===== src/rtl/mips_mc_pkg.sv =====
// -----------------------------------------------------------------------------
// mips_mc_pkg
// Shared definitions for the multi-cycle MIPS controller: FSM state encoding,
// opcode / Funct values, ALU operation codes and datapath mux encodings.
// No ports (package).
// -----------------------------------------------------------------------------
package mips_mc_pkg;

  typedef enum logic [3:0] {
    S_FETCH    = 4'd0,
    S_DECODE   = 4'd1,
    S_MEMADR   = 4'd2,
    S_MEMRD    = 4'd3,
    S_MEMWB    = 4'd4,
    S_MEMWR    = 4'd5,
    S_RTYPE_EX = 4'd6,
    S_ALUWB    = 4'd7,
    S_BRANCH   = 4'd8,
    S_IMM_EX   = 4'd9,
    S_IMMWB    = 4'd10,
    S_JUMP     = 4'd11,
    S_JAL      = 4'd12,
    S_JR       = 4'd13,
    S_TRAP     = 4'd14
  } state_t;

  // Opcodes (IR[31:26])
  localparam logic [5:0] OP_RTYPE = 6'h00;
  localparam logic [5:0] OP_J     = 6'h02;
  localparam logic [5:0] OP_JAL   = 6'h03;
  localparam logic [5:0] OP_BEQ   = 6'h04;
  localparam logic [5:0] OP_BNE   = 6'h05;
  localparam logic [5:0] OP_ADDI  = 6'h08;
  localparam logic [5:0] OP_ANDI  = 6'h0C;
  localparam logic [5:0] OP_ORI   = 6'h0D;
  localparam logic [5:0] OP_LUI   = 6'h0F;
  localparam logic [5:0] OP_LW    = 6'h23;
  localparam logic [5:0] OP_SW    = 6'h2B;

  // R-type Funct values (IR[5:0])
  localparam logic [5:0] FN_SLL = 6'h00;
  localparam logic [5:0] FN_SRL = 6'h02;
  localparam logic [5:0] FN_JR  = 6'h08;
  localparam logic [5:0] FN_ADD = 6'h20;
  localparam logic [5:0] FN_SUB = 6'h22;
  localparam logic [5:0] FN_AND = 6'h24;
  localparam logic [5:0] FN_OR  = 6'h25;
  localparam logic [5:0] FN_SLT = 6'h2A;

  // ALU operation codes
  localparam logic [3:0] ALU_AND = 4'b0000;
  localparam logic [3:0] ALU_OR  = 4'b0001;
  localparam logic [3:0] ALU_ADD = 4'b0010;
  localparam logic [3:0] ALU_SUB = 4'b0110;
  localparam logic [3:0] ALU_SLT = 4'b0111;
  localparam logic [3:0] ALU_SLL = 4'b1000;
  localparam logic [3:0] ALU_SRL = 4'b1001;
  localparam logic [3:0] ALU_LUI = 4'b1010;

  // Datapath mux encodings
  localparam logic [1:0] PCSRC_ALU    = 2'b00;
  localparam logic [1:0] PCSRC_ALUOUT = 2'b01;
  localparam logic [1:0] PCSRC_JUMP   = 2'b10;
  localparam logic [1:0] PCSRC_REGA   = 2'b11;

  localparam logic [1:0] SRCA_PC    = 2'b00;
  localparam logic [1:0] SRCA_A     = 2'b01;
  localparam logic [1:0] SRCA_SHAMT = 2'b10;

  localparam logic [1:0] SRCB_B      = 2'b00;
  localparam logic [1:0] SRCB_FOUR   = 2'b01;
  localparam logic [1:0] SRCB_IMM    = 2'b10;
  localparam logic [1:0] SRCB_IMM_SH = 2'b11;

  localparam logic [1:0] DST_RT  = 2'b00;
  localparam logic [1:0] DST_RD  = 2'b01;
  localparam logic [1:0] DST_R31 = 2'b10;

  localparam logic [1:0] WB_ALUOUT = 2'b00;
  localparam logic [1:0] WB_MEM    = 2'b01;
  localparam logic [1:0] WB_PC     = 2'b10;

endpackage


===== src/rtl/mips_mc_alu_dec.sv =====
// -----------------------------------------------------------------------------
// mips_mc_alu_dec
// Combinational ALU decoder for the multi-cycle controller.
//   i_state         : current controller state
//   i_op, i_funct   : instruction register fields
//   o_alu_ctrl      : ALU operation for this cycle (0 where the ALU is unused)
//   o_funct_illegal : R-type opcode with a Funct the core does not implement
// -----------------------------------------------------------------------------
module mips_mc_alu_dec
  import mips_mc_pkg::*;
(
  input  state_t      i_state,
  input  logic [5:0]  i_op,
  input  logic [5:0]  i_funct,
  output logic [3:0]  o_alu_ctrl,
  output logic        o_funct_illegal
);

  logic [3:0] w_funct_alu;
  logic       w_funct_unknown;

  // NOTE: every signal assigned in always_comb gets a default first so no path
  // leaves it unassigned and no latch is inferred.
  always_comb begin
    w_funct_alu     = ALU_ADD;
    w_funct_unknown = 1'b0;
    case (i_funct)
      FN_ADD:  w_funct_alu = ALU_ADD;
      FN_SUB:  w_funct_alu = ALU_SUB;
      FN_AND:  w_funct_alu = ALU_AND;
      FN_OR:   w_funct_alu = ALU_OR;
      FN_SLT:  w_funct_alu = ALU_SLT;
      FN_SLL:  w_funct_alu = ALU_SLL;
      FN_SRL:  w_funct_alu = ALU_SRL;
      FN_JR:   w_funct_alu = ALU_ADD;  // jr never reaches RTYPE_EX
      default: w_funct_unknown = 1'b1;
    endcase
  end

  assign o_funct_illegal = (i_op == OP_RTYPE) && w_funct_unknown;

  always_comb begin
    o_alu_ctrl = ALU_AND;
    case (i_state)
      S_FETCH, S_DECODE, S_MEMADR: o_alu_ctrl = ALU_ADD;
      S_BRANCH:                    o_alu_ctrl = ALU_SUB;
      S_RTYPE_EX:                  o_alu_ctrl = w_funct_alu;
      S_IMM_EX: begin
        case (i_op)
          OP_ANDI: o_alu_ctrl = ALU_AND;
          OP_ORI:  o_alu_ctrl = ALU_OR;
          OP_LUI:  o_alu_ctrl = ALU_LUI;
          default: o_alu_ctrl = ALU_ADD;
        endcase
      end
      default:                     o_alu_ctrl = ALU_AND;
    endcase
  end

endmodule


===== src/rtl/mips_multicycle_ctrl.sv =====
// -----------------------------------------------------------------------------
// mips_multicycle_ctrl
// Multi-cycle MIPS control FSM with a req/ready memory handshake, run/halt
// stepping, illegal-opcode trap and a retired-instruction counter.
//   clk, rst (sync, active-low)
//   Op, Funct, Zero          : instruction fields and ALU zero flag
//   mem_ready, run           : memory completion, fetch permission
//   mem_req, MemWrite, IorD  : memory port control
//   IRWrite, PCEn, PCSrc     : instruction register / PC control
//   RegWrite, RegDst, MemtoReg, ALUSrcA, ALUSrcB, ZeroExt, ALUControl
//   illegal_op (sticky), idle, retired
// Outputs are decoded from state; IRWrite/PCWrite in FETCH follow mem_ready.
// -----------------------------------------------------------------------------
module mips_multicycle_ctrl
  import mips_mc_pkg::*;
#(
  parameter int CNT_WIDTH       = 32,
  parameter bit HALT_ON_ILLEGAL = 1'b1,
  parameter int ALU_CTRL_W      = 4
) (
  input  logic                  clk,
  input  logic                  rst,
  input  logic [5:0]            Op,
  input  logic [5:0]            Funct,
  input  logic                  Zero,
  input  logic                  mem_ready,
  input  logic                  run,
  output logic                  mem_req,
  output logic                  MemWrite,
  output logic                  IorD,
  output logic                  IRWrite,
  output logic                  PCEn,
  output logic [1:0]            PCSrc,
  output logic                  RegWrite,
  output logic [1:0]            RegDst,
  output logic [1:0]            MemtoReg,
  output logic [1:0]            ALUSrcA,
  output logic [1:0]            ALUSrcB,
  output logic                  ZeroExt,
  output logic [ALU_CTRL_W-1:0] ALUControl,
  output logic                  illegal_op,
  output logic                  idle,
  output logic [CNT_WIDTH-1:0]  retired
);

  state_t                r_state;
  state_t                w_next;
  logic                  r_fetch_pend;  // fetch request issued, not yet completed
  logic                  r_illegal;
  logic [CNT_WIDTH-1:0]  r_retired;

  logic       w_fetch_go;
  logic       w_mem_req, w_mem_write, w_iord, w_irwrite, w_pcwrite;
  logic       w_branch, w_branch_ne, w_regwrite, w_zeroext, w_idle, w_retire;
  logic [1:0] w_pcsrc, w_regdst, w_memtoreg, w_srca, w_srcb;
  logic [3:0] w_alu;
  logic       w_funct_illegal;

  mips_mc_alu_dec u_alu_dec (
    .i_state         (r_state),
    .i_op            (Op),
    .i_funct         (Funct),
    .o_alu_ctrl      (w_alu),
    .o_funct_illegal (w_funct_illegal)
  );

  // Once a fetch request is out it stays out until the memory accepts it,
  // even if run drops while waiting.
  assign w_fetch_go = run | r_fetch_pend;

  always_comb begin
    w_next      = r_state;
    w_mem_req   = 1'b0;
    w_mem_write = 1'b0;
    w_iord      = 1'b0;
    w_irwrite   = 1'b0;
    w_pcwrite   = 1'b0;
    w_branch    = 1'b0;
    w_branch_ne = 1'b0;
    w_pcsrc     = PCSRC_ALU;
    w_regwrite  = 1'b0;
    w_regdst    = DST_RT;
    w_memtoreg  = WB_ALUOUT;
    w_srca      = SRCA_PC;
    w_srcb      = SRCB_B;
    w_zeroext   = 1'b0;
    w_idle      = 1'b0;
    w_retire    = 1'b0;
    case (r_state)
      S_FETCH: begin
        if (w_fetch_go) begin
          w_mem_req = 1'b1;
          w_srcb    = SRCB_FOUR;
          w_irwrite = mem_ready;
          w_pcwrite = mem_ready;
          if (mem_ready) w_next = S_DECODE;
        end else begin
          w_idle = 1'b1;
        end
      end
      S_DECODE: begin
        // Speculative branch target PC + (imm << 2) lands in ALUOut.
        w_srcb = SRCB_IMM_SH;
        case (Op)
          OP_RTYPE: begin
            if (w_funct_illegal)     w_next = S_TRAP;
            else if (Funct == FN_JR) w_next = S_JR;
            else                     w_next = S_RTYPE_EX;
          end
          OP_LW, OP_SW:                      w_next = S_MEMADR;
          OP_BEQ, OP_BNE:                    w_next = S_BRANCH;
          OP_ADDI, OP_ANDI, OP_ORI, OP_LUI:  w_next = S_IMM_EX;
          OP_J:                              w_next = S_JUMP;
          OP_JAL:                            w_next = S_JAL;
          default:                           w_next = S_TRAP;
        endcase
      end
      S_MEMADR: begin
        w_srca = SRCA_A;
        w_srcb = SRCB_IMM;
        w_next = (Op == OP_LW) ? S_MEMRD : S_MEMWR;
      end
      S_MEMRD: begin
        w_iord    = 1'b1;
        w_mem_req = 1'b1;
        if (mem_ready) w_next = S_MEMWB;
      end
      S_MEMWR: begin
        w_iord      = 1'b1;
        w_mem_req   = 1'b1;
        w_mem_write = 1'b1;
        if (mem_ready) begin
          w_retire = 1'b1;
          w_next   = S_FETCH;
        end
      end
      S_MEMWB: begin
        w_memtoreg = WB_MEM;
        w_regwrite = 1'b1;
        w_retire   = 1'b1;
        w_next     = S_FETCH;
      end
      S_RTYPE_EX: begin
        w_srca = ((Funct == FN_SLL) || (Funct == FN_SRL)) ? SRCA_SHAMT : SRCA_A;
        w_next = S_ALUWB;
      end
      S_ALUWB: begin
        w_regdst   = DST_RD;
        w_regwrite = 1'b1;
        w_retire   = 1'b1;
        w_next     = S_FETCH;
      end
      S_BRANCH: begin
        w_srca      = SRCA_A;
        w_pcsrc     = PCSRC_ALUOUT;
        w_branch    = (Op == OP_BEQ);
        w_branch_ne = (Op == OP_BNE);
        w_retire    = 1'b1;
        w_next      = S_FETCH;
      end
      S_IMM_EX: begin
        w_srca    = SRCA_A;
        w_srcb    = SRCB_IMM;
        w_zeroext = (Op == OP_ANDI) || (Op == OP_ORI);
        w_next    = S_IMMWB;
      end
      S_IMMWB: begin
        w_regwrite = 1'b1;
        w_retire   = 1'b1;
        w_next     = S_FETCH;
      end
      S_JUMP: begin
        w_pcsrc   = PCSRC_JUMP;
        w_pcwrite = 1'b1;
        w_retire  = 1'b1;
        w_next    = S_FETCH;
      end
      S_JAL: begin
        // PC already holds PC+4 from FETCH, so it is the link value.
        w_pcsrc    = PCSRC_JUMP;
        w_pcwrite  = 1'b1;
        w_regdst   = DST_R31;
        w_memtoreg = WB_PC;
        w_regwrite = 1'b1;
        w_retire   = 1'b1;
        w_next     = S_FETCH;
      end
      S_JR: begin
        w_pcsrc   = PCSRC_REGA;
        w_pcwrite = 1'b1;
        w_retire  = 1'b1;
        w_next    = S_FETCH;
      end
      S_TRAP: begin
        // With halting disabled the trapped word is dropped like a NOP; the
        // PC was already advanced during its fetch.
        if (!HALT_ON_ILLEGAL) w_next = S_FETCH;
      end
      default: w_next = S_FETCH;
    endcase
  end

  // NOTE: reset is synchronous here (rst is only looked at on the clock edge)
  // and all state updates use non-blocking assignments so every register
  // samples pre-edge values.
  always_ff @(posedge clk) begin
    if (!rst) begin
      r_state      <= S_FETCH;
      r_fetch_pend <= 1'b0;
      r_illegal    <= 1'b0;
      r_retired    <= '0;
    end else begin
      r_state      <= w_next;
      r_fetch_pend <= (r_state == S_FETCH) && w_fetch_go && !mem_ready;
      if ((r_state == S_DECODE) && (w_next == S_TRAP)) r_illegal <= 1'b1;
      if (w_retire) r_retired <= r_retired + {{(CNT_WIDTH-1){1'b0}}, 1'b1};
    end
  end

  // Everything is forced to 0 during a reset cycle so an aborted instruction
  // cannot write anything on its way out.
  assign mem_req    = rst & w_mem_req;
  assign MemWrite   = rst & w_mem_write;
  assign IorD       = rst & w_iord;
  assign IRWrite    = rst & w_irwrite;
  assign PCEn       = rst & (w_pcwrite | (w_branch & Zero) | (w_branch_ne & ~Zero));
  assign RegWrite   = rst & w_regwrite;
  assign PCSrc      = rst ? w_pcsrc    : 2'b00;
  assign RegDst     = rst ? w_regdst   : 2'b00;
  assign MemtoReg   = rst ? w_memtoreg : 2'b00;
  assign ALUSrcA    = rst ? w_srca     : 2'b00;
  assign ALUSrcB    = rst ? w_srcb     : 2'b00;
  assign ZeroExt    = rst & w_zeroext;
  assign ALUControl = (rst && !w_idle) ? ALU_CTRL_W'(w_alu) : '0;
  assign idle       = rst & w_idle;
  assign illegal_op = r_illegal;
  assign retired    = r_retired;

endmodule

===== config.mk =====
export PLATFORM = sky130hd
export DESIGN_NAME = mips_multicycle_ctrl
export DESIGN_NICKNAME = d
export VERILOG_FILES = /design/src/rtl/mips_mc_pkg.sv /design/src/rtl/mips_mc_alu_dec.sv /design/src/rtl/mips_multicycle_ctrl.sv
export SDC_FILE = /design/constraint.sdc
export NUM_CORES = 1
export LEC_CHECK = 0
export ABC_AREA = 1
export CAP_MARGIN = 20
export CORE_MARGIN = 1.5
export CORE_UTILIZATION = 50
export CTS_CLUSTER_DIAMETER = 120
export CTS_CLUSTER_SIZE = 24
export DETAILED_ROUTE_END_ITERATION = 16
export PLACE_DENSITY_LB_ADDON = 0.15
export SYNTH_ARGS = -nofsm -noshare
export SYNTH_HDL_FRONTEND = slang
export SYNTH_SLANG_ARGS = --single-unit

===== constraint.sdc =====
create_clock -name clk -period 2.1 [get_ports clk]
set_clock_uncertainty 0.2 [all_clocks]
set_input_delay 0.42 -clock clk [delete_from_list [all_inputs] [get_ports clk]]
set_output_delay 0.42 -clock clk [all_outputs]
set_load 0.02 [all_outputs]

---- After elaboration in Yosys (flattened, before gate mapping) ----
Index checks and enable logic that the tools add are counted.
word-level totals
  register bits after elaboration ......... 38
  bits of input ports ..................... 17
  output and inout port bits .............. 55
  word-level logic and storage cells ...... 116
cells by class
  add/sub/neg operators ................... 1
  equal/unequal tests ..................... 32
  mux-type cells .......................... 41
  bitwise gates (word level) .............. 14
  reductions and logical operators ........ 24
operators by type and width
  operator               number
  $pmux 4 s6             2
  $eq 6x6->1 const B     7
  $add 32x1->32 const B  1
  $eq 4x4->1 const B     8
  $pmux 4 s8             1
  $eq 6x4->1 const B     5
  $mux 4                 7
  $eq 6x2->1 const B     3
  $eq 4x3->1 const B     4
  $pmux 4 s4             1
  $mux 1                 14
  $eq 6x3->1 const B     2
  $logic_not 6->1        2
  $mux 2                 6
  $pmux 2 s2             3
  $pmux 2 s3             2
  $pmux 4 s3             1
  $and 1x1->1            10
  $reduce_or 2->1        5
  $reduce_or 3->1        3
  $eq 4x2->1 const B     2
  $reduce_or 4->1        2
  $reduce_or 8->1        1
  $reduce_or 7->1        1
  9 further kinds        19

---- Logic depth before layout (Yosys ltp) ----
  depth in word-level cells ............... 9
  gate-level depth with buffers ........... 14
  mapped depth without buffers ............ 14

---- Hierarchy ----
From an unflattened synthesis, not the netlist that was laid out.
second synthesis, totals
  cell total of the unflattened synthesis .. 522
  area, all modules ....................... 3,129.3 um^2
modules (own cells, without submodules)
  module                times used  cells each  area an instance (um^2)  sequential area each (um^2)
  mips_multicycle_ctrl  1           457         2,816.5                  760.7
  mips_mc_alu_dec       1           65          312.8                    0.0

---- Least setup slack after synthesis ----
No wires, ideal clock.
  path kind ............................... in2out
  start ................................... input Funct[2]
  end ..................................... output ALUControl[3]
  arrival ................................. 1.580 ns
  required time ........................... 1.480 ns
  setup slack ............................. -0.100 ns
  stages .................................. 5
  buffers on the path ..................... 0
  path through ............................ inv_1 > nand2_1 > nor3_1 > nand4_1 > a221oi_1
between the ends
  word-level cells in the longest chain between the ends .. 4
  elaborated cells on any way between the ends .. 9
  classes of those cells .................. eq/ne: 5; mux: 3; reduce/logical: 1
ends and longest elaborated chain
  item                                      line                         RTL
  start: declaration                        mips_multicycle_ctrl.sv:24   input logic [5:0] Funct,
  $eq 6x2->1, or another cell as far along  mips_mc_alu_dec.sv:27        case (i_funct)
  $pmux 4 s6 (*)                            mips_mc_alu_dec.sv:27
  $pmux 4 s4 (*)                            mips_mc_alu_dec.sv:44        case (i_state)
  $mux 4 (*)                                mips_multicycle_ctrl.sv:234  assign ALUControl = (rst && !w_idle) ? ALU_CTRL_W'(w_alu) : '0;
  end: declaration                          mips_multicycle_ctrl.sv:40   output logic [ALU_CTRL_W-1:0] ALUControl,
Mark *: on every way between the ends. The rest lies on a longest branch, timed or not.

---- Worst setup path in the final report ----
  start ................................... register r_state[3]
  end ..................................... output ALUControl[3]
between the ends
  word-level cells in the longest chain between the ends .. 5
  elaborated cells on any way between the ends .. 12
  classes of those cells .................. eq/ne: 5; mux: 3; reduce/logical: 4
ends and longest elaborated chain
  item                                                                line                         RTL
  start: declaration                                                  mips_multicycle_ctrl.sv:46   state_t r_state;
  start signal: assignment                                            mips_multicycle_ctrl.sv:213  r_state <= w_next;
  parallel branches: the longest is 4 deep, another holds $eq 4x1->1  n/a
  $mux 4 (*)                                                          mips_multicycle_ctrl.sv:234
Mark *: on every way between the ends.

==> impl_results.md <==
- Status: finished with violations
- Failing checks: negative setup slack
- GR Overflow Total: 0
- Critical setup path kind: flop to output port
- Crit path required time: 1.48 ns
- Internal power: 1.36 mW
- CTS root buf: clkbuf_8
- Remaining antenna violation count: 0
- Largest family of logic cells by synthesized area: simple AND/OR/NAND/NOR gates
- Initial drt markers: 309
- Proportion of layout cells with a drive suffix above 1: 35.4%
- Clock latency on the worst-skew pair: 0.30 ns
- Comb pwr share: 37.3%
- RSZ-0062 raised after global routing: yes
- Final setup violation count: 24
- Crit path from: r_state[3]
- Hold_sp: illegal_op
- Initial antenna violation count: 0
- H-tree depth: 2
- P_leak: 2.20 nW
- Synth cell types: 37
- CTS Buf Count: 5
- Hold WC Path Type: flop to flop
- CP endpoint kind: output port
- Final Critical Period: 2.24 ns
- Crit start category: flop
- Clock network fraction of total power: 26.1%
- Switching fraction of total power: 35.6%
- Max stage delay cell, worst path: dfxtp_4
- Die area: 6370 µm²
- P_sw: 751 µW
- Layout Nets: 670
- Worst-path fanout max: 4
- Initial Util: 52.6%
- R2R setup slack: -0.10 ns
- Arrival time worst endpoint: 1.62 ns
- Mux share of post-synthesis cell area: 0%
- Vias per cell: 5.66
- CTS hold repair buffers: 0
- Max incr delay on CP: 0.40 ns
- Largest net degree at the start of global routing: 25
- Cell taking the most area after synthesis: dfxtp_1
- Post-synth EDFFs: 0
- DR pass1 iterations: 7
- Largest delay contributor family on the critical path: flip-flops
- Num rows: 27
- Vias: 4106
- Fin. Hold Viols: 0
- Drt wl/cell: 16.4 µm
- Synth area leaders: dfxtp_1 (26%), nand2_1 (18%), nor2_1 (10%)
- Peak supply drop: 0.307 mV
- Post-synthesis xor/xnor area fraction: 3.86%
- Crit share post-route: 107%
- Syn nets: 523
- Crit-path cells: inv_4, nor2_4, inv_4, nor2_4, nand3_1, a221oi_2, buf_4
- Pwr per Cell Area: 431 nW/µm²
- Remaining DRCs: 0
- Overall Global Routing Usage: 31.9%
- Vias in the first global route: 3648
- Placed insts: 705
- Buffers plus inverters on the worst setup path: 3
- Hold Path Depth: 2
- Reg clk slew, reported paths: 0.08 ns
- Simple-gate share of the synthesized area: 45.9%
- Most frequent cells in the layout: nand2_1 (122), buf_4 (71), nor2_1 (62), inv_1 (55), clkdlybuf4s50_1 (35)
- N_diodes: 0
- Area Growth Syn to Fin: 66.1%
- Fraction of registers with async set/reset: 0%
- Hold-critical path endpoint: illegal_op
- FMAX: 447 MHz
- CTS tree: built
- Gpl congestion: 0.968
- Post-synthesis compound-gate area fraction: 12.2%
- Clock sink count: 38
- Post-Syn Area: 2950 µm²
- Layout Cells excl Fill: 725
- RR Endpoint: retired[0]
- Least-Margin Pin Slew: 0.442 ns
- Commonest non-fill, non-tap cell in the layout: nand2_1
- DP HPWL: 7630 µm
- Adder-cell share of the synthesized area: 0.424%
- Max Cap Violations: 0
- Port Buffers: 71
- Reg2reg path depth: 12
- Reg2reg start: r_state[3]
- #FFs+latches synth: 38
- Yosys warns: 0
- Most used DFF post-synth: dfxtp_1
- Top cell type's share of synthesized area: 25.8%
- First-pass GRT wire length: 16100 µm
- Post-Synthesis Cells: 505
- Final TNS setup: -1.08 ns
- Mean Syn Cell Area: 5.84 µm²
- Power Total: 2.11 mW
- # IOs: 72
- Die span in y: 79.8 µm
- Final WL: 11900 µm
- Sequential share of the synthesized area: 25.8%
- Setup ws final: -0.137 ns
- Max-slew headroom: 70.3%
- Worst-case clock buffer depth: 2
- Die width: 79.8 µm
- Max-slew violations: 0
- CORE AREA: 5610 µm²
- Reg power frac: 36.5%
-- cell type report --
class	instances	area, µm²
flip-flops and latches	38	779
repair buffers	152	1360
clock inverters	2	12.5
clock buffers	6	82.6
well taps	72	90.1
multi-input cells	384	2290
fillers	320	711
inverters	71	279
-- synth_stat cells, types with 3 or more instances --
library cell,number
nand2_1,144
nor2_1,80
inv_1,66
dfxtp_1,38
a21oi_1,37
nand3_1,31
nor3_1,21
o21ai_1,10
xor2_1,8
o21ai_0,7
nor2_2,6
inv_2,5
nand4_1,5
xnor2_1,5
clkbuf_1,4
a31oi_1,3
buf_4,3
buf_6,3
nand3_2,3
nand3b_1,3
-- tightest hold or removal path, stage by stage, from the launching register on --
cell and delay, ns:
dfxtp_1 0.34, nor2_1 0.05, nor2_1 0.07
-- sequential cells by signal, indices dropped and copies added (netlist names) --
name          flops
retired          32
illegal_op        1
r_fetch_pend      1
r_state           4
-- layer usage --
layer | global-route usage (%) | vias to the layer above | share of wire (%)
met5 | 0 | - | 0
met4 | 12.6 | 0 | 4.4
met3 | 4.00 | 60 | 6.3
met2 | 63.6 | 222 | 53
met1 | 33.1 | 1905 | 37
li1 | - | 1919 | -
-- worst max path at each step --
stage                               end  slack (ns)  cells past startpoint
final                     ALUControl[3]       -0.14                      7
after global routing      ALUControl[3]       -0.20                      7
after CTS                    ALUSrcA[0]       -0.09                      8
after detailed placement  ALUControl[3]       -0.87                      8
after global placement    ALUControl[3]       -0.83                      8
after floorplan           ALUControl[3]        0.06                      5
-- logic make-up after synthesis --
logic type               after synthesis
AND/OR/NAND/NOR                      304
adder cells (fa/ha/maj)                1
flip-flops                            38
buffers and inverters                 83
AO/OA/AOI/OAI                         66
XOR/XNOR                              13
-- stage by stage --
stage | hold slack [ns] | util, % | setup slack, ns | area, µm²
floorplan | 0.292 | - | 0.0630 | 2960
global placement | 0.258 | 75.7 | -0.834 | 4250
detailed placement | 0.265 | 75.7 | -0.868 | 4250
CTS | 0.291 | 78.6 | -0.0948 | 4410
global route | 0.335 | 87.3 | -0.201 | 4900
finish | 0.289 | 87.3 | -0.137 | 4900
-- power by group through the flow --
stage	logic, mW	clock network [mW]	registers [mW]
floorplan	0.268	0	0.774
global placement	0.562	0	0.771
finish	0.788	0.552	0.771
detailed placement	0.577	0	0.771
global route	0.828	0.581	0.771
CTS	0.611	0.544	0.759
-- what timing repair did --
action / CTS / global route
buffers inserted: 6 / 5
cloned: 0 / 1
pin swaps: 17 / 32
endpoints found under the setup margin: 47 / 50
gates resized for setup: 182 / 121
(Power assumes the default switching activity.)
